`config.mk`:
```
export PLATFORM = sky130hd
export DESIGN_NAME = lsu_arbiter_flat
export DESIGN_NICKNAME = d
export VERILOG_FILES = /design/src/rtl/lsu_arbiter_pkg.sv /design/src/rtl/lsu_arbiter_if.sv /design/src/rtl/lsu_subword_unit.sv /design/src/rtl/lsu_arbiter.sv /design/src/flat_wrapper.sv
export SDC_FILE = /design/constraint.sdc
export NUM_CORES = 1
export LEC_CHECK = 0
export ABC_AREA = 1
export CORE_AREA = 2 2 156 158
export CTS_CLUSTER_DIAMETER = 30
export DETAILED_ROUTE_END_ITERATION = 8
export DIE_AREA = 0 0 158 160
export DONT_BUFFER_PORTS = 1
export GPL_ROUTABILITY_DRIVEN = 0
export GPL_TIMING_DRIVEN = 0
export HOLD_SLACK_MARGIN = 0.02
export PLACE_DENSITY = 0.54
export SLEW_MARGIN = 10
export SYNTH_ARGS = -nofsm -noshare
export SYNTH_HDL_FRONTEND = slang
export SYNTH_SLANG_ARGS = --single-unit
export TNS_END_PERCENT = 30
```
`constraint.sdc`:
```
create_clock -name i_clk -period 1.95 [get_ports i_clk]
set_input_delay 0.4875 -clock i_clk [delete_from_list [all_inputs] [get_ports i_clk]]
set_output_delay 0.4875 -clock i_clk [all_outputs]
set_load 0.02 [all_outputs]
```
`src/rtl/lsu_arbiter_pkg.sv`:
```
// lsu_arbiter_pkg: shared types, constants and helpers for the LSU arbiter.
//   state_e     : arbiter FSM states (also exported on the debug state port)
//   size_e      : access size encoding (2'b11 is treated as a word)
//   req_t       : latched request fields of the granted requester
//   *_BASE      : LSU memory map region bases (the arbiter does not remap them)
//   norm_size   : folds the 2'b11 size code onto SZ_WORD
//   is_misaligned: half on an odd address, or word not on a 4-byte boundary
package lsu_arbiter_pkg;

  localparam int unsigned LSU_ADDR_W = 32;
  localparam int unsigned LSU_DATA_W = 32;

  localparam logic [31:0] DMEM_BASE = 32'h0000_2000;
  localparam logic [31:0] OUT_BASE  = 32'h0000_7000;
  localparam logic [31:0] IN_BASE   = 32'h0000_7800;

  typedef enum logic [2:0] {
    IDLE,
    RD,
    WAIT,
    WR,
    DONE
  } state_e;

  typedef enum logic [1:0] {
    SZ_BYTE = 2'b00,
    SZ_HALF = 2'b01,
    SZ_WORD = 2'b10
  } size_e;

  typedef struct packed {
    logic                  wren;
    logic [LSU_ADDR_W-1:0] addr;
    logic [LSU_DATA_W-1:0] wdata;
    logic [1:0]            size;
    logic                  uns;
  } req_t;

  function automatic size_e norm_size(input logic [1:0] size);
    case (size)
      2'b00:   return SZ_BYTE;
      2'b01:   return SZ_HALF;
      default: return SZ_WORD;
    endcase
  endfunction

  function automatic logic is_misaligned(input logic [1:0] size, input logic [1:0] lane);
    case (norm_size(size))
      SZ_HALF: return lane[0];
      SZ_WORD: return (lane != 2'b00);
      default: return 1'b0;
    endcase
  endfunction

endpackage

```
`src/rtl/lsu_arbiter_if.sv`:
```
// lsu_arbiter_if: bundle of the two requester ports and the word-wide LSU port.
//   i_mX_*  : request fields from requester X (0 = core data, 1 = debug/DMA)
//   o_mX_*  : completion (ack pulse, load data, misalignment error)
//   o_lsu_* : word address, write enable and store word towards the LSU
//   i_lsu_ld_data : LSU read word, valid the cycle after the address is shown
// Handshake: a requester raises i_mX_req with every field stable and keeps it
// so until the single-cycle o_mX_ack; o_mX_rdata/o_mX_err are meaningful only
// in that ack cycle. A req still high in the cycle after ack is a new request.
// Modports: master = requester/LSU environment side, slave = arbiter side.
interface lsu_arbiter_if #(
  parameter int unsigned ADDR_W = 32,
  parameter int unsigned DATA_W = 32
);
  logic              i_m0_req;
  logic              i_m0_wren;
  logic [ADDR_W-1:0] i_m0_addr;
  logic [DATA_W-1:0] i_m0_wdata;
  logic [1:0]        i_m0_size;
  logic              i_m0_uns;
  logic              o_m0_ack;
  logic [DATA_W-1:0] o_m0_rdata;
  logic              o_m0_err;

  logic              i_m1_req;
  logic              i_m1_wren;
  logic [ADDR_W-1:0] i_m1_addr;
  logic [DATA_W-1:0] i_m1_wdata;
  logic [1:0]        i_m1_size;
  logic              i_m1_uns;
  logic              o_m1_ack;
  logic [DATA_W-1:0] o_m1_rdata;
  logic              o_m1_err;

  logic [ADDR_W-1:0] o_lsu_addr;
  logic              o_lsu_wren;
  logic [DATA_W-1:0] o_lsu_st_data;
  logic [DATA_W-1:0] i_lsu_ld_data;

  modport master (
    output i_m0_req, i_m0_wren, i_m0_addr, i_m0_wdata, i_m0_size, i_m0_uns,
    input  o_m0_ack, o_m0_rdata, o_m0_err,
    output i_m1_req, i_m1_wren, i_m1_addr, i_m1_wdata, i_m1_size, i_m1_uns,
    input  o_m1_ack, o_m1_rdata, o_m1_err,
    input  o_lsu_addr, o_lsu_wren, o_lsu_st_data,
    output i_lsu_ld_data
  );

  modport slave (
    input  i_m0_req, i_m0_wren, i_m0_addr, i_m0_wdata, i_m0_size, i_m0_uns,
    output o_m0_ack, o_m0_rdata, o_m0_err,
    input  i_m1_req, i_m1_wren, i_m1_addr, i_m1_wdata, i_m1_size, i_m1_uns,
    output o_m1_ack, o_m1_rdata, o_m1_err,
    output o_lsu_addr, o_lsu_wren, o_lsu_st_data,
    input  i_lsu_ld_data
  );
endinterface

```
`src/rtl/lsu_subword_unit.sv`:
```
// lsu_subword_unit: combinational byte/half lane handling around a word.
//   i_size, i_lane : access size and byte lane (addr[1:0])
//   i_uns          : zero-extend (1) or sign-extend (0) loads
//   i_wdata        : right-aligned store data
//   i_word         : word read from the LSU
//   o_merged       : i_word with the store lane(s) replaced (RMW write word)
//   o_rdata        : extracted and extended load result
module lsu_subword_unit
  import lsu_arbiter_pkg::*;
(
  input  logic [1:0]  i_size,
  input  logic [1:0]  i_lane,
  input  logic        i_uns,
  input  logic [31:0] i_wdata,
  input  logic [31:0] i_word,
  output logic [31:0] o_merged,
  output logic [31:0] o_rdata
);

  logic [7:0]  byte_sel;
  logic [15:0] half_sel;

  always_comb begin
    case (i_lane)
      2'd0:    byte_sel = i_word[7:0];
      2'd1:    byte_sel = i_word[15:8];
      2'd2:    byte_sel = i_word[23:16];
      default: byte_sel = i_word[31:24];
    endcase
    // Halves live on lane 0 or lane 2; lane[0] is a misalignment and never gets here.
    half_sel = i_lane[1] ? i_word[31:16] : i_word[15:0];

    o_merged = i_word;
    o_rdata  = i_word;
    case (norm_size(i_size))
      SZ_BYTE: begin
        case (i_lane)
          2'd0:    o_merged[7:0]   = i_wdata[7:0];
          2'd1:    o_merged[15:8]  = i_wdata[7:0];
          2'd2:    o_merged[23:16] = i_wdata[7:0];
          default: o_merged[31:24] = i_wdata[7:0];
        endcase
        o_rdata = {{24{~i_uns & byte_sel[7]}}, byte_sel};
      end
      SZ_HALF: begin
        if (i_lane[1]) o_merged[31:16] = i_wdata[15:0];
        else           o_merged[15:0]  = i_wdata[15:0];
        o_rdata = {{16{~i_uns & half_sel[15]}}, half_sel};
      end
      default: begin
        o_merged = i_wdata;
        o_rdata  = i_word;
      end
    endcase
  end

endmodule

```
`src/rtl/lsu_arbiter.sv`:
```
// lsu_arbiter: shares one word-only LSU between the core data port (m0) and a
// debug/DMA master (m1). Round-robin between simultaneous requests, byte/half
// stores done as read-modify-write, byte/half loads extracted and extended.
//   i_clk, i_rst : clock, synchronous active-high reset
//   i_m1_lock    : (LSU_ARBITER_LOCK_EN only) keep m1 granted for atomic runs
//   bus          : lsu_arbiter_if.slave, both requesters plus the LSU port
//   o_state      : debug view of the FSM state
// Optional feature macro: LSU_ARBITER_LOCK_EN.
// Sequences (edge numbers from the grant edge, ack is high in DONE):
//   load        IDLE -> RD -> WAIT -> DONE        ack sampled at edge 3
//   word store  IDLE -> WR -> DONE                ack sampled at edge 2
//   sub store   IDLE -> RD -> WAIT -> WR -> DONE  ack sampled at edge 4
//   misaligned  IDLE -> DONE                      ack sampled at edge 1
module lsu_arbiter
  import lsu_arbiter_pkg::*;
#(
  parameter int unsigned ADDR_W = 32,
  parameter int unsigned DATA_W = 32
) (
  input  logic   i_clk,
  input  logic   i_rst,
`ifdef LSU_ARBITER_LOCK_EN
  input  logic   i_m1_lock,
`endif
  lsu_arbiter_if.slave bus,
  output state_e o_state
);

  state_e            state;
  req_t              req_q;
  logic              owner_q;   // 0 = m0, 1 = m1
  logic              rr_ptr;    // requester that wins the next tie
  logic              m0_ack_q, m1_ack_q, m0_err_q, m1_err_q;
  logic [DATA_W-1:0] m0_rdata_q, m1_rdata_q;
  logic [ADDR_W-1:0] lsu_addr_q;
  logic              lsu_wren_q;
  logic [DATA_W-1:0] lsu_st_data_q;

  req_t              m0_req, m1_req, gnt_req;
  logic              gnt_valid, gnt_m1, both_req, lock_hold;
  logic [ADDR_W-1:0] gnt_word_addr;
  logic [DATA_W-1:0] merged_word, load_result;

  assign m0_req = '{wren: bus.i_m0_wren, addr: bus.i_m0_addr, wdata: bus.i_m0_wdata,
                    size: bus.i_m0_size, uns: bus.i_m0_uns};
  assign m1_req = '{wren: bus.i_m1_wren, addr: bus.i_m1_addr, wdata: bus.i_m1_wdata,
                    size: bus.i_m1_size, uns: bus.i_m1_uns};

`ifdef LSU_ARBITER_LOCK_EN
  logic lock_q;
  // Lock follows the lock bit of the most recent m1 grant.
  always_ff @(posedge i_clk) begin
    if (i_rst) lock_q <= 1'b0;
    else if (state == IDLE && gnt_valid && gnt_m1) lock_q <= i_m1_lock;
  end
  assign lock_hold = lock_q & bus.i_m1_req;
`else
  assign lock_hold = 1'b0;
`endif

  always_comb begin
    both_req  = bus.i_m0_req & bus.i_m1_req;
    gnt_valid = bus.i_m0_req | bus.i_m1_req;
    if (lock_hold)     gnt_m1 = 1'b1;
    else if (both_req) gnt_m1 = rr_ptr;
    else               gnt_m1 = bus.i_m1_req;
    gnt_req       = gnt_m1 ? m1_req : m0_req;
    gnt_word_addr = {gnt_req.addr[ADDR_W-1:2], 2'b00};
  end

  // Works on the latched request and the live LSU read word, so the WAIT
  // state can both merge (RMW) and extract (load) in the capturing cycle.
  lsu_subword_unit u_subword (
    .i_size   (req_q.size),
    .i_lane   (req_q.addr[1:0]),
    .i_uns    (req_q.uns),
    .i_wdata  (req_q.wdata),
    .i_word   (bus.i_lsu_ld_data),
    .o_merged (merged_word),
    .o_rdata  (load_result)
  );

  always_ff @(posedge i_clk) begin
    if (i_rst) begin
      state         <= IDLE;
      req_q         <= '0;
      owner_q       <= 1'b0;
      rr_ptr        <= 1'b0;
      m0_ack_q      <= 1'b0;
      m1_ack_q      <= 1'b0;
      m0_err_q      <= 1'b0;
      m1_err_q      <= 1'b0;
      m0_rdata_q    <= '0;
      m1_rdata_q    <= '0;
      lsu_addr_q    <= '0;
      lsu_wren_q    <= 1'b0;
      lsu_st_data_q <= '0;
    end else begin
      case (state)
        IDLE: begin
          if (gnt_valid) begin
            req_q   <= gnt_req;
            owner_q <= gnt_m1;
            if (both_req && !lock_hold) rr_ptr <= ~gnt_m1;
            if (is_misaligned(gnt_req.size, gnt_req.addr[1:0])) begin
              // No LSU traffic at all: report the error straight away.
              state <= DONE;
              if (gnt_m1) begin m1_ack_q <= 1'b1; m1_err_q <= 1'b1; end
              else        begin m0_ack_q <= 1'b1; m0_err_q <= 1'b1; end
            end else if (gnt_req.wren && norm_size(gnt_req.size) == SZ_WORD) begin
              state         <= WR;
              lsu_wren_q    <= 1'b1;
              lsu_addr_q    <= gnt_word_addr;
              lsu_st_data_q <= gnt_req.wdata;
            end else begin
              state      <= RD;
              lsu_addr_q <= gnt_word_addr;
            end
          end
        end
        RD: begin
          state <= WAIT;
        end
        WAIT: begin
          if (req_q.wren) begin
            state         <= WR;
            lsu_wren_q    <= 1'b1;
            lsu_addr_q    <= {req_q.addr[ADDR_W-1:2], 2'b00};
            lsu_st_data_q <= merged_word;
          end else begin
            state <= DONE;
            if (owner_q) begin m1_ack_q <= 1'b1; m1_rdata_q <= load_result; end
            else         begin m0_ack_q <= 1'b1; m0_rdata_q <= load_result; end
          end
        end
        WR: begin
          state      <= DONE;
          lsu_wren_q <= 1'b0;
          if (owner_q) m1_ack_q <= 1'b1;
          else         m0_ack_q <= 1'b1;
        end
        DONE: begin
          state      <= IDLE;
          m0_ack_q   <= 1'b0;
          m1_ack_q   <= 1'b0;
          m0_err_q   <= 1'b0;
          m1_err_q   <= 1'b0;
          m0_rdata_q <= '0;
          m1_rdata_q <= '0;
        end
        default: begin
          state      <= IDLE;
          lsu_wren_q <= 1'b0;
        end
      endcase
    end
  end

  assign bus.o_m0_ack      = m0_ack_q;
  assign bus.o_m0_err      = m0_err_q;
  assign bus.o_m0_rdata    = m0_rdata_q;
  assign bus.o_m1_ack      = m1_ack_q;
  assign bus.o_m1_err      = m1_err_q;
  assign bus.o_m1_rdata    = m1_rdata_q;
  assign bus.o_lsu_addr    = lsu_addr_q;
  assign bus.o_lsu_wren    = lsu_wren_q;
  assign bus.o_lsu_st_data = lsu_st_data_q;
  assign o_state           = state;

endmodule
```
`src/flat_wrapper.sv`:
```
// flat-port wrapper written by rule: the top's interface ports become plain ports
module lsu_arbiter_flat import lsu_arbiter_pkg::*;
#(
  parameter int unsigned ADDR_W = 32,
  parameter int unsigned DATA_W = 32
)
  (i_clk, i_rst, o_state, bus_i_m0_req, bus_i_m0_wren, bus_i_m0_addr, bus_i_m0_wdata, bus_i_m0_size, bus_i_m0_uns, bus_o_m0_ack, bus_o_m0_rdata, bus_o_m0_err, bus_i_m1_req, bus_i_m1_wren, bus_i_m1_addr, bus_i_m1_wdata, bus_i_m1_size, bus_i_m1_uns, bus_o_m1_ack, bus_o_m1_rdata, bus_o_m1_err, bus_o_lsu_addr, bus_o_lsu_wren, bus_o_lsu_st_data, bus_i_lsu_ld_data);
  lsu_arbiter_if #(.ADDR_W(ADDR_W), .DATA_W(DATA_W)) bus_i ();
  input  logic i_clk;
  input  logic i_rst;
  output state_e o_state;
  input wire logic [$bits(bus_i.i_m0_req)-1:0] bus_i_m0_req;
  input wire logic [$bits(bus_i.i_m0_wren)-1:0] bus_i_m0_wren;
  input wire logic [$bits(bus_i.i_m0_addr)-1:0] bus_i_m0_addr;
  input wire logic [$bits(bus_i.i_m0_wdata)-1:0] bus_i_m0_wdata;
  input wire logic [$bits(bus_i.i_m0_size)-1:0] bus_i_m0_size;
  input wire logic [$bits(bus_i.i_m0_uns)-1:0] bus_i_m0_uns;
  output wire logic [$bits(bus_i.o_m0_ack)-1:0] bus_o_m0_ack;
  output wire logic [$bits(bus_i.o_m0_rdata)-1:0] bus_o_m0_rdata;
  output wire logic [$bits(bus_i.o_m0_err)-1:0] bus_o_m0_err;
  input wire logic [$bits(bus_i.i_m1_req)-1:0] bus_i_m1_req;
  input wire logic [$bits(bus_i.i_m1_wren)-1:0] bus_i_m1_wren;
  input wire logic [$bits(bus_i.i_m1_addr)-1:0] bus_i_m1_addr;
  input wire logic [$bits(bus_i.i_m1_wdata)-1:0] bus_i_m1_wdata;
  input wire logic [$bits(bus_i.i_m1_size)-1:0] bus_i_m1_size;
  input wire logic [$bits(bus_i.i_m1_uns)-1:0] bus_i_m1_uns;
  output wire logic [$bits(bus_i.o_m1_ack)-1:0] bus_o_m1_ack;
  output wire logic [$bits(bus_i.o_m1_rdata)-1:0] bus_o_m1_rdata;
  output wire logic [$bits(bus_i.o_m1_err)-1:0] bus_o_m1_err;
  output wire logic [$bits(bus_i.o_lsu_addr)-1:0] bus_o_lsu_addr;
  output wire logic [$bits(bus_i.o_lsu_wren)-1:0] bus_o_lsu_wren;
  output wire logic [$bits(bus_i.o_lsu_st_data)-1:0] bus_o_lsu_st_data;
  input wire logic [$bits(bus_i.i_lsu_ld_data)-1:0] bus_i_lsu_ld_data;
  assign bus_i.i_m0_req = bus_i_m0_req;
  assign bus_i.i_m0_wren = bus_i_m0_wren;
  assign bus_i.i_m0_addr = bus_i_m0_addr;
  assign bus_i.i_m0_wdata = bus_i_m0_wdata;
  assign bus_i.i_m0_size = bus_i_m0_size;
  assign bus_i.i_m0_uns = bus_i_m0_uns;
  assign bus_o_m0_ack = bus_i.o_m0_ack;
  assign bus_o_m0_rdata = bus_i.o_m0_rdata;
  assign bus_o_m0_err = bus_i.o_m0_err;
  assign bus_i.i_m1_req = bus_i_m1_req;
  assign bus_i.i_m1_wren = bus_i_m1_wren;
  assign bus_i.i_m1_addr = bus_i_m1_addr;
  assign bus_i.i_m1_wdata = bus_i_m1_wdata;
  assign bus_i.i_m1_size = bus_i_m1_size;
  assign bus_i.i_m1_uns = bus_i_m1_uns;
  assign bus_o_m1_ack = bus_i.o_m1_ack;
  assign bus_o_m1_rdata = bus_i.o_m1_rdata;
  assign bus_o_m1_err = bus_i.o_m1_err;
  assign bus_o_lsu_addr = bus_i.o_lsu_addr;
  assign bus_o_lsu_wren = bus_i.o_lsu_wren;
  assign bus_o_lsu_st_data = bus_i.o_lsu_st_data;
  assign bus_i.i_lsu_ld_data = bus_i_lsu_ld_data;
  lsu_arbiter #(.ADDR_W(ADDR_W), .DATA_W(DATA_W)) u_core (.i_clk(i_clk), .i_rst(i_rst), .bus(bus_i), .o_state(o_state));
endmodule
```
==> results of run 1 <==
## what timing repair did
item	CTS	global route
endpoints found under the setup margin	198	191
cloned	0	3
setup buffers	2	10
pin swaps	2	7
resized for setup	54	90
## layout by cell type, fill, tap and decap left out, types with 4 or more instances in the layout
cell type,count
clkbuf_8,15
inv_2,5
o21ai_1,42
o21ai_0,148
clkinvlp_4,5
nor2_1,81
clkinv_4,4
nand4_1,4
a21o_1,19
a31oi_1,38
buf_1,4
inv_1,123
buf_6,8
bufinv_16,4
clkinv_2,7
a22oi_1,6
nand3_1,87
nor2_4,6
clkbuf_16,51
dfxtp_2,5
o211ai_1,24
dfxtp_1,197
mux2i_1,13
clkbuf_4,12
buf_4,30
nand2_1,349
buf_2,13
nor2_2,4
clkbuf_1,29
a21oi_1,209
o221ai_1,7
nand2_2,9
clkbuf_2,28
## where the power goes
part           switching (W)  internal [W]  leakage [nW]
clock                0.00250       0.00572         0.826
combinational        0.00378       0.00197          3.31
sequential           0.00160       0.00524          1.68
## layer usage
metal,global-route usage [%],share of wire [%]
met4,9.419,2.7
met5,0,0
met3,10.99,11
met1,38.35,40
met2,49.88,46
## sequential cells by signal, summed over array words and instances, names as in the netlist
signal                    cells
u_core.req_q                 68
u_core.bus.o_lsu_wren         1
u_core.bus.o_m0_ack           1
u_core.bus.o_m0_err           1
u_core.rr_ptr                 1
u_core.bus.o_m1_err           1
u_core.bus.o_m1_ack           1
u_core.bus.o_m1_rdata        32
u_core.bus.o_m0_rdata        32
u_core.bus.o_lsu_addr        30
u_core.owner_q                1
u_core.o_state                3
u_core.bus.o_lsu_st_data     32
## cell families after synthesis
logic type | after synthesis | share of synthesized area (%)
mux | 15 | 1.464
buf+inv | 242 | 9.690
compound gates | 506 | 27.06
simple gates | 548 | 21.92
flops | 204 | 39.83
other cells | 1 | 0.03658
## per-stage QoR
step	worst slack (ns)	power [W]	cell area, sq um
2_1_floorplan	0.1769	0.01032	10260
5_1_grt	-0.06009	0.02188	12810
6_report	0.06186	0.02082	12810
4_1_cts	-0.01883	0.02038	12490
3_5_place_dp	-0.6962	0.01201	10660
3_3_place_gp	-0.6754	0.01197	10660
## layout make-up
| type | count | area, sq um |
|---|---|---|
| Timing Repair Buffer | 14 | 145.1 |
| Tap cell | 324 | 405.4 |
| Sequential cell | 204 | 4098 |
| Buffer | 110 | 665.6 |
| Clock buffer | 70 | 1476 |
| Multi-Input combinational cell | 1072 | 5298 |
| Fill cell | 2444 | 11010 |
| Inverter | 132 | 506.7 |
| Clock inverter | 17 | 217.7 |
## worst paths after layout
check                           cells after the start                        from                                         to
worst max-delay path                               11  u_core.rr_ptr$_SDFFE_PP0P_  u_core.bus.o_lsu_st_data[25]$_SDFFE_PP0P_
worst min-delay path                                2                bus_i_m1_uns               u_core.req_q[0]$_SDFFE_PP0P_
worst max register to register                     11  u_core.rr_ptr$_SDFFE_PP0P_  u_core.bus.o_lsu_st_data[25]$_SDFFE_PP0P_
worst min register to register                      2  u_core.rr_ptr$_SDFFE_PP0P_                 u_core.rr_ptr$_SDFFE_PP0P_
==> impl_results.md, run 1 <==
* Syn. warnings at 0
* Post-synth EDFFs at 0
* Chip width at 158 um
* Vias in the first global route at a little over 10000
* Layout cells sized above 1 at between 10 and 15%
* Synth top area share at around two fifths
* Static Leakage at around 5.8 nW
* Top Family by Delay on Critical Path: simple AND/OR/NAND/NOR gates
* Unique masters post-synth at 36
* Placed insts at 1841
* First-pass GRT wire length at about 60000 um
* Fin. max-slew vios at 0
* Nets at around 1800
* CP dominant cell by count: nor2_1
* Worst-skew pair later-pin latency at ~0.54 ns
* Antenna violations before repair at 0
* Most common cell in the netlist: nand2_1
* Avg Synthesized Cell Area at 6.763 sq um
* Worst path required time at between 2 and 2.5 ns
* Post-route non-filler standard cell count at 1943
* Crit-path slowest cell: dfxtp_1
* Die area at between 0.02 and 0.03 sq mm
* Peak Freq at around 530 MHz
* Initial Util at 43.04%
* Worst-path clk slew at 0.04 ns
* Antenna-violating nets left at 0
* Via count at between 10000 and 15000
* Total GRT Usage at 30.82%
* Startpoint types: flop
* Worst path bufs/invs at 3
* Cts bufs inserted at between 40 and 50
* Die Height at 160 um
* Status: complete, no violations
* #FFs+latches synth at roughly 200
* # DRC at 0
* Util after Layout at a little over half
* Worst slew pin tran at between 0.7 and 0.8 ns
* Hold_ws at 0.1204 ns
* WL per Instance at 20.68 um
* R2r setup slk at between 0.06 and 0.07 ns
* Relative slew slack at between 50% and 60%
* Ant diodes at 0
* Final setup fails at 0
* Hold-fix buffers, CTS at 0
* Total of max-cap violations at 0
* Crit path max fanout at 10
* Boundary Pins at between 300 and 400
* Synth area leader: dfxtp_1
* Post-route setup TNS at 0 ns
* Cells after Synth at ~1500
* Root Buffer: clkbuf_16
* Crit end category: flop
* Core Area at around 0.024 sq mm
* Buffer depth of the longest clock path at 3
* Port Buf Inserts at 0
* Largest net degree at the start of global routing at 13
* DRT Wirelength at ~40000 um
* Final min period at roughly 1.9 ns
* Area Overhead vs Synth at 24.97%
* RSZ-0062 raised after global routing: yes
* CTS tree: built
* First DRT Iteration DRCs at slightly above 900
* Hold Fails Final Rpt at 0
* Clock Skew at around 0.019 ns
* Hold Path Class: input port to flop
* FFs w/ async S/R, synth at 0%
* Synth cell count leaders: nand2_1 (357), a21oi_1 (212), dfxtp_1 (204)
* Crit path DAT at 2.36 ns
* Final worst-path cycle share at 96.83%
* H-tree Lvls at 2
* Site Rows at between 50 and 60
* Cell Area, Synth at between 0.01 and 0.015 sq mm
* Sequential-to-total area share from yosys stat at ~40%
* Synth area leaders: dfxtp_1 (40%), nand2_1 (13%), a21oi_1 (10%), o21ai_0 (7.5%), inv_1 (4.5%)
* CP Class: flop to flop
* Critical Path, Cell by Cell: inv_1, nand2_2, nand2_4, buf_4, buf_4, nand2_1, nand2_1, nor2_1, a41oi_1, nor2_1, nor2_1
* Power Density at around 1600 mW/mm^2
* CTS sink count at just over 200
* Peak supply drop at just under 900 uV
* DP Wirelength at between 30000 and 40000 um
* Congestion Overflow GR at 0
* Vias/cell at about 5.6
* Ys flop type: dfxtp_1
* Delay of the slowest critical-path stage at just under 0.3 ns
* Router iterations before antenna repair at 5
Power figures use the tool's default switching activity.
==> run 2: changes to the inputs <==
==> constraint.sdc (replaced) <==
create_clock -name i_clk -period 2.23 [get_ports i_clk]
set_input_delay 0.5575 -clock i_clk [delete_from_list [all_inputs] [get_ports i_clk]]
set_output_delay 0.5575 -clock i_clk [all_outputs]
set_load 0.02 [all_outputs]
==> run 2 against run 1 <==
Highest routed layer unchanged. Clock power decreased by 13%. Combinational power decreased by 20%. Register-to-register slack improved by 0.06 ns. Critical path type unchanged.
==> impl_results.md, run 2 (synthesized netlist as in run 1, its figures left out) <==
* Status: complete, no violations
* Crit-path slowest cell: dfxtp_1
* Clock network fraction of total power at roughly two fifths
* Static Leakage at ~5.6 nW
* Worst slew pin tran at about 0.73 ns
* Hold Fails Final Rpt at 0
* R2r setup slk at around 0.13 ns
* Power Density at between 1000 and 1500 mW/mm^2
* Clock Skew at around 0.016 ns
* Total of max-cap violations at 0
* Hold_ws at 0.1913 ns
* Worst path bufs/invs at 3
* Cts bufs inserted at between 40 and 50
* Layout cells sized above 1 at between 10% and 20%
* Startpoint types: flop
* Delay of the slowest critical-path stage at 0.48 ns
* Crit path max fanout at 10
* Switching pwr at slightly below 0.007 W
* Worst r2r path cells at 10
* Boundary Pins at between 300 and 400
* Overall power at roughly 0.018 W
* Hold Path Class: input port to flop
* Congestion Overflow GR at 0
* DP Wirelength at 30170 um
* Via count at 10720
* CTS sink count at roughly 200
* Final setup fails at 0
* WL per Instance at around 21 um
* CTS tree: built
* Final min period at approximately 2.1 ns
* Buffer depth of the longest clock path at 3
* Die area at about 0.025 sq mm
* Largest register FFs at around 70
* Hold Crit Start: bus_i_m1_uns
* Worst-path clk slew at ~0.040 ns
* RSZ-0062 raised after global routing: yes
* Critical Path, Cell by Cell: nand2_1, inv_2, nand2_1, nand2_1, inv_1, nand3_2, nand3_2, buf_4, nand3_1, a21oi_1
* Antenna violations before repair at 0
* Commonest non-fill, non-tap cells in the layout: nand2_1 (355), a21oi_1 (212), dfxtp_1 (201), o21ai_0 (153), inv_1 (124)
* Worst-skew pair later-pin latency at between 0.5 and 0.6 ns
* Top Family by Delay on Critical Path: simple AND/OR/NAND/NOR gates
* Chip width at between 150 and 200 um
* Final worst-path cycle share at a little over nine tenths
* First-pass GRT wire length at ~60000 um
* Post-route setup TNS at 0 ns
* Crit path DAT at ~2.5 ns
* Min-Delay Path Depth at 2
* Peak supply drop at ~750 uV
* # DRC at 0
* Hold-fix buffers, CTS at 0
* Port Buf Inserts at 0
* Site Rows at 57
* Worst path required time at approximately 2.6 ns
* Combinational power share at between 20% and 30%
* Ant diodes at 0
* First DRT Iteration DRCs at about 920
* Nets at around 1700
* Util after Layout at a little over half
* CP Class: flop to flop
* Initial Util at between 40% and 50%
* Fin. max-slew vios at 0
* Hold worst-path end: u_core.req_q[0]$_SDFFE_PP0P_
* DRT Wirelength at about 40000 um
* Largest net degree at the start of global routing at 13
* Worst R2R End: u_core.bus.o_m1_rdata[22]$_SDFFE_PP0P_
* Final setup margin at between 0.1 and 0.15 ns
* Biggest register: u_core.req_q
* Crit end category: flop
* Relative slew slack at between 50 and 60%
* Core Area at around 0.024 sq mm
* Reg power frac at between 30% and 40%
* Vias in the first global route at 10220
* H-tree Lvls at 2
* Peak Freq at 475.2 MHz
* Commonest non-fill, non-tap cell in the layout: nand2_1
* Total GRT Usage at a little under a third
* Root Buffer: clkbuf_16
* Internal Power at around 0.011 W
* R2r startpoint: u_core.req_q[35]$_SDFFE_PP0P_
* Router iterations before antenna repair at 5
* Pre-CTS setup slack at -0.4862 ns
* Die Height at ~160 um
* Switch share at 38.05%
* CP dominant cell by count: nand2_1
* Vias/cell at 5.556
* Antenna-violating nets left at 0
* Area Overhead vs Synth at 21.38%
[run 2: cell types whose count changed in the layout (fill, tap and decap cells not counted), sizes merged]
cell	before	now
clkinv	12	11
clkdlybuf4s15	0	1
buf	59	55
clkbuf	135	125
clkinvlp	5	6
nor2	91	90
[run 2: worst max-delay path by stage]
stage	startpoint	to	slack (ns)	cells after the start
floorplan	bus_i_m1_req	u_core.bus.o_lsu_addr[10]$_SDFFE_PP0P_	0.39	12
CTS	u_core.o_state[0]$_SDFFE_PP0N_	u_core.bus.o_m0_rdata[21]$_SDFFE_PP0P_	0.004	7
global route	u_core.req_q[2]$_SDFFE_PP0P_	u_core.bus.o_lsu_st_data[23]$_SDFFE_PP0P_	-0.007	10
finish	u_core.req_q[35]$_SDFFE_PP0P_	u_core.bus.o_m1_rdata[22]$_SDFFE_PP0P_	0.13	10
global placement	i_rst	u_core.req_q[36]$_SDFFE_PP0P_	-0.47	6
detailed placement	i_rst	u_core.req_q[36]$_SDFFE_PP0P_	-0.49	6
[run 2: per-layer routing]
metal | GRT usage (%) | share of wire, % | up-vias
met5 | 0 | 0 | -
li1 | - | - | 5215
met2 | 49.53 | 46 | 504
met3 | 11.34 | 12 | 72
met4 | 10.03 | 3.0 | 0
met1 | 38.06 | 39 | 4926
[run 2: what timing repair did]
| action | CTS | global route |
|---|---|---|
| resized for setup | 7 | 28 |
| setup endpoints to repair | 22 | 173 |
| setup buffers | 0 | 1 |
| pin swaps | 0 | 1 |
| endpoints found under the hold margin | 0 | 0 |
[run 2: power by group through the flow]
| stage | registers (W) | clock network [W] | logic (W) |
|---|---|---|---|
| after detailed placement | 0.00602 | 0 | 0.00448 |
| after floorplan | 0.00579 | 0 | 0.00324 |
| after global routing | 0.00607 | 0.00745 | 0.00519 |
| final | 0.00597 | 0.00718 | 0.00461 |
| after CTS | 0.00597 | 0.00723 | 0.00451 |
| after global placement | 0.00602 | 0 | 0.00444 |
[run 2: layout make-up]
| class | instances | area [sq um] |
|---|---|---|
| Fill cell | 2460 | 11380 |
| Inverter | 132 | 504.2 |
| Multi-Input combinational cell | 1071 | 5207 |
| Timing Repair Buffer | 1 | 20.02 |
| Clock buffer | 70 | 1476 |
| Sequential cell | 204 | 4088 |
| Buffer | 110 | 525.5 |
| Clock inverter | 17 | 217.7 |
| Tap cell | 324 | 405.4 |
[run 2: through the flow]
stage	instance area [sq um]	instances
finish	12440	1929
global placement	10660	1841
floorplan	10260	1517
global route	12440	1929
CTS	12370	1928
detailed placement	10660	1841
==> run 3: changes to the inputs <==
--- a/config.mk
+++ b/config.mk
@@ -7,7 +7,9 @@
 export LEC_CHECK = 0
 export ABC_AREA = 1
 export CORE_AREA = 2 2 156 158
+export CTS_BUF_LIST = sky130_fd_sc_hd__clkbuf_16
 export CTS_CLUSTER_DIAMETER = 30
+export CTS_CLUSTER_SIZE = 12
 export DETAILED_ROUTE_END_ITERATION = 8
 export DIE_AREA = 0 0 158 160
 export DONT_BUFFER_PORTS = 1
==> run 3 against run 2 <==
Sequential power hardly changed. Critical endpoint is now u_core.bus.o_lsu_st_data[10]$_SDFFE_PP0P_. Setup slack lost 0.014 ns. Clock power decreased by 7.8%. Core utilization is 0.65 points lower. Wire length down 0.29%. Critical path depth fell by 1. Via count is 0.10% lower. Sequential share of layout area rose by 0.41 points. Clock skew increased by 0.0027 ns. Non-clock buffer count stayed put. Maximum frequency fell by 0.64%.
==> impl_results.md, run 3 (synthesized netlist as in run 1, its figures left out) <==
* Antenna-violating nets left at 0
* R2r startpoint: u_core.req_q[1]$_SDFFE_PP0P_
* R2r setup slk at between 0.1 and 0.15 ns
* Min-Delay Path Depth at 2
* Final worst-path cycle share at around 95%
* Total of max-cap violations at 0
* Nets at 1741
* Antenna violations before repair at 0
* CTS sink count at between 200 and 250
* Router iterations before antenna repair at 6
* Largest net degree at the start of global routing at 13
* Commonest non-fill, non-tap cells in the layout: nand2_1 (355), a21oi_1 (212), dfxtp_1 (201), o21ai_0 (153), inv_1 (129)
* Biggest register: u_core.req_q
* Initial Util at a little over two fifths
* Overall power at ~0.017 W
* Hold_ws at 0.1908 ns
* Combinational power share at 26.8%
* Largest register FFs at between 60 and 70
* Clock Skew at approximately 0.019 ns
* Util after Layout at 51.60%
* Post-route cell area at approximately 0.012 sq mm
* H-tree Lvls at 2
* Ant diodes at 0
* GRT Max-Usage Layer: met2
* Core Area at ~0.024 sq mm
* DP Wirelength at between 30000 and 40000 um
* Crit path max fanout at 10
* Worst r2r path cells at 9
* Commonest non-fill, non-tap cell in the layout: nand2_1
* Area Overhead vs Synth at 19.88%
* Root Buffer: clkbuf_16
* Boundary Pins at 308
* Reg power frac at 34.7%
* Met2 GRT Util at 49.76%
* DRT Wirelength at 39630 um
* Port Buf Inserts at 0
* Final min period at ~2.1 ns
* Vias in the first global route at 10250
* WL per Instance at around 21 um
* Relative slew slack at about half
* First-pass GRT wire length at between 60000 and 70000 um
* Hold worst-path end: u_core.req_q[0]$_SDFFE_PP0P_
* Worst R2R End: u_core.bus.o_lsu_st_data[10]$_SDFFE_PP0P_
* First DRT Iteration DRCs at 982
* Met3 Usage GRT at ~11%
* Congestion Overflow GR at 0
* Switch share at 39.19%
* Worst-skew pair later-pin latency at ~0.54 ns
* Hold Path Class: input port to flop
* Worst slew pin tran at approximately 0.75 ns
* Vias/cell at approximately 5.6
* Filler Cell Count at ~2500
* Die area at about 0.025 sq mm
* Final setup fails at 0
* Via count at 10710
* Peak supply drop at 622.3 uV
* Layout cells sized above 1 at about a tenth
* CP Class: flop to flop
* Crit end category: flop
* Worst path required time at approximately 2.7 ns
* Clock network fraction of total power at between 30% and 40%
* Fin. max-slew vios at 0
* Post-placement cell area at 0.01066 sq mm
* CTS tree: built
* Hold-fix buffers, CTS at 0
* Post-route non-filler standard cell count at 1929
* Site Rows at 57
* Placed insts at roughly 1800
* Hold Crit Start: bus_i_m1_uns
* # DRC at 0
* Switching pwr at 0.006742 W
* Crit path DAT at 2.55 ns
* Die Height at ~160 um
* Buffer depth of the longest clock path at 3
* Static Leakage at 5.554 nW
* Cts bufs inserted at 49
* Power Density at between 1000 and 1500 mW/mm^2
* Worst-path clk slew at ~0.050 ns
* Status: complete, no violations
* Internal Power at around 0.010 W
* Peak Freq at 472.2 MHz
* Hold Fails Final Rpt at 0
* Chip width at 158 um
* Total GRT Usage at between 30% and 40%
* Grt met1 use at 38.19%
* Startpoint types: flop
run 3: cell types whose count changed in the layout (fill, tap and decap cells not counted), sizes merged:
| cell | previous run | this run |
|---|---|---|
| clkinv | 11 | 26 |
| buf | 55 | 56 |
| inv | 128 | 133 |
| clkbuf | 125 | 104 |
run 3: power groups by stage:
stage	clock, W	combinational [W]	sequential (W)
floorplan	0	0.00324	0.00579
global placement	0	0.00444	0.00602
detailed placement	0	0.00448	0.00602
CTS	0.00667	0.00450	0.00597
global route	0.00688	0.00518	0.00607
finish	0.00662	0.00460	0.00598
run 3: through the flow:
| step | setup slack (ns) | setup TNS, ns |
|---|---|---|
| floorplan | 0.3869 | 0 |
| global placement | -0.4654 | -18.02 |
| detailed placement | -0.4862 | -19.32 |
| CTS | 0.0002731 | 0 |
| global route | -0.01134 | -0.01134 |
| finish | 0.1122 | 0 |
run 3: what timing repair did:
item                       4_1_cts  5_1_grt
setup endpoints to repair       22      173
gates resized for setup          6       26
cloned                           0        0
pin swaps                        0        1
setup buffers                    0        1
run 3: final cells by class:
| cell class | instances | area [sq um] | share of cell area [%] |
|---|---|---|---|
| Clock inverter | 37 | 292.8 | 2.382 |
| Tap cell | 324 | 405.4 | 3.298 |
| Timing Repair Buffer | 1 | 20.02 | 0.1629 |
| Buffer | 110 | 521.8 | 4.245 |
| Sequential cell | 204 | 4088 | 33.26 |
| Clock buffer | 50 | 1251 | 10.18 |
| Inverter | 132 | 504.2 | 4.103 |
| Multi-Input combinational cell | 1071 | 5207 | 42.37 |
run 3: worst max-delay path, stage by stage, from the launching register on:
cell and delay [ns]:
dfxtp_1 0.44, nor2_4 0.32, clkinvlp_4 0.26, clkbuf_1 0.29, nand3_1 0.13, o2111ai_1 0.16
nand2_1 0.16, inv_1 0.05, nor2_1 0.14, nor2_1 0.07
run 3: worst max path at each step:
| stage | start | slack (ns) | cells after the start | end |
|---|---|---|---|---|
| final | u_core.req_q[1]$_SDFFE_PP0P_ | 0.11 | 9 | u_core.bus.o_lsu_st_data[10]$_SDFFE_PP0P_ |
| after global routing | u_core.req_q[1]$_SDFFE_PP0P_ | -0.01 | 9 | u_core.bus.o_lsu_st_data[10]$_SDFFE_PP0P_ |
| after CTS | u_core.req_q[1]$_SDFFE_PP0P_ | 0.0003 | 9 | u_core.bus.o_lsu_st_data[10]$_SDFFE_PP0P_ |
| after detailed placement | i_rst | -0.49 | 6 | u_core.req_q[36]$_SDFFE_PP0P_ |
| after global placement | i_rst | -0.47 | 6 | u_core.req_q[36]$_SDFFE_PP0P_ |
| after floorplan | bus_i_m1_req | 0.39 | 12 | u_core.bus.o_lsu_addr[10]$_SDFFE_PP0P_ |
run 3: layer usage:
layer	up-vias	wire length, um
met2	491	18350
met4	0	1046
li1	5207	-
met1	4939	15840
met5	-	0
met3	69	4389
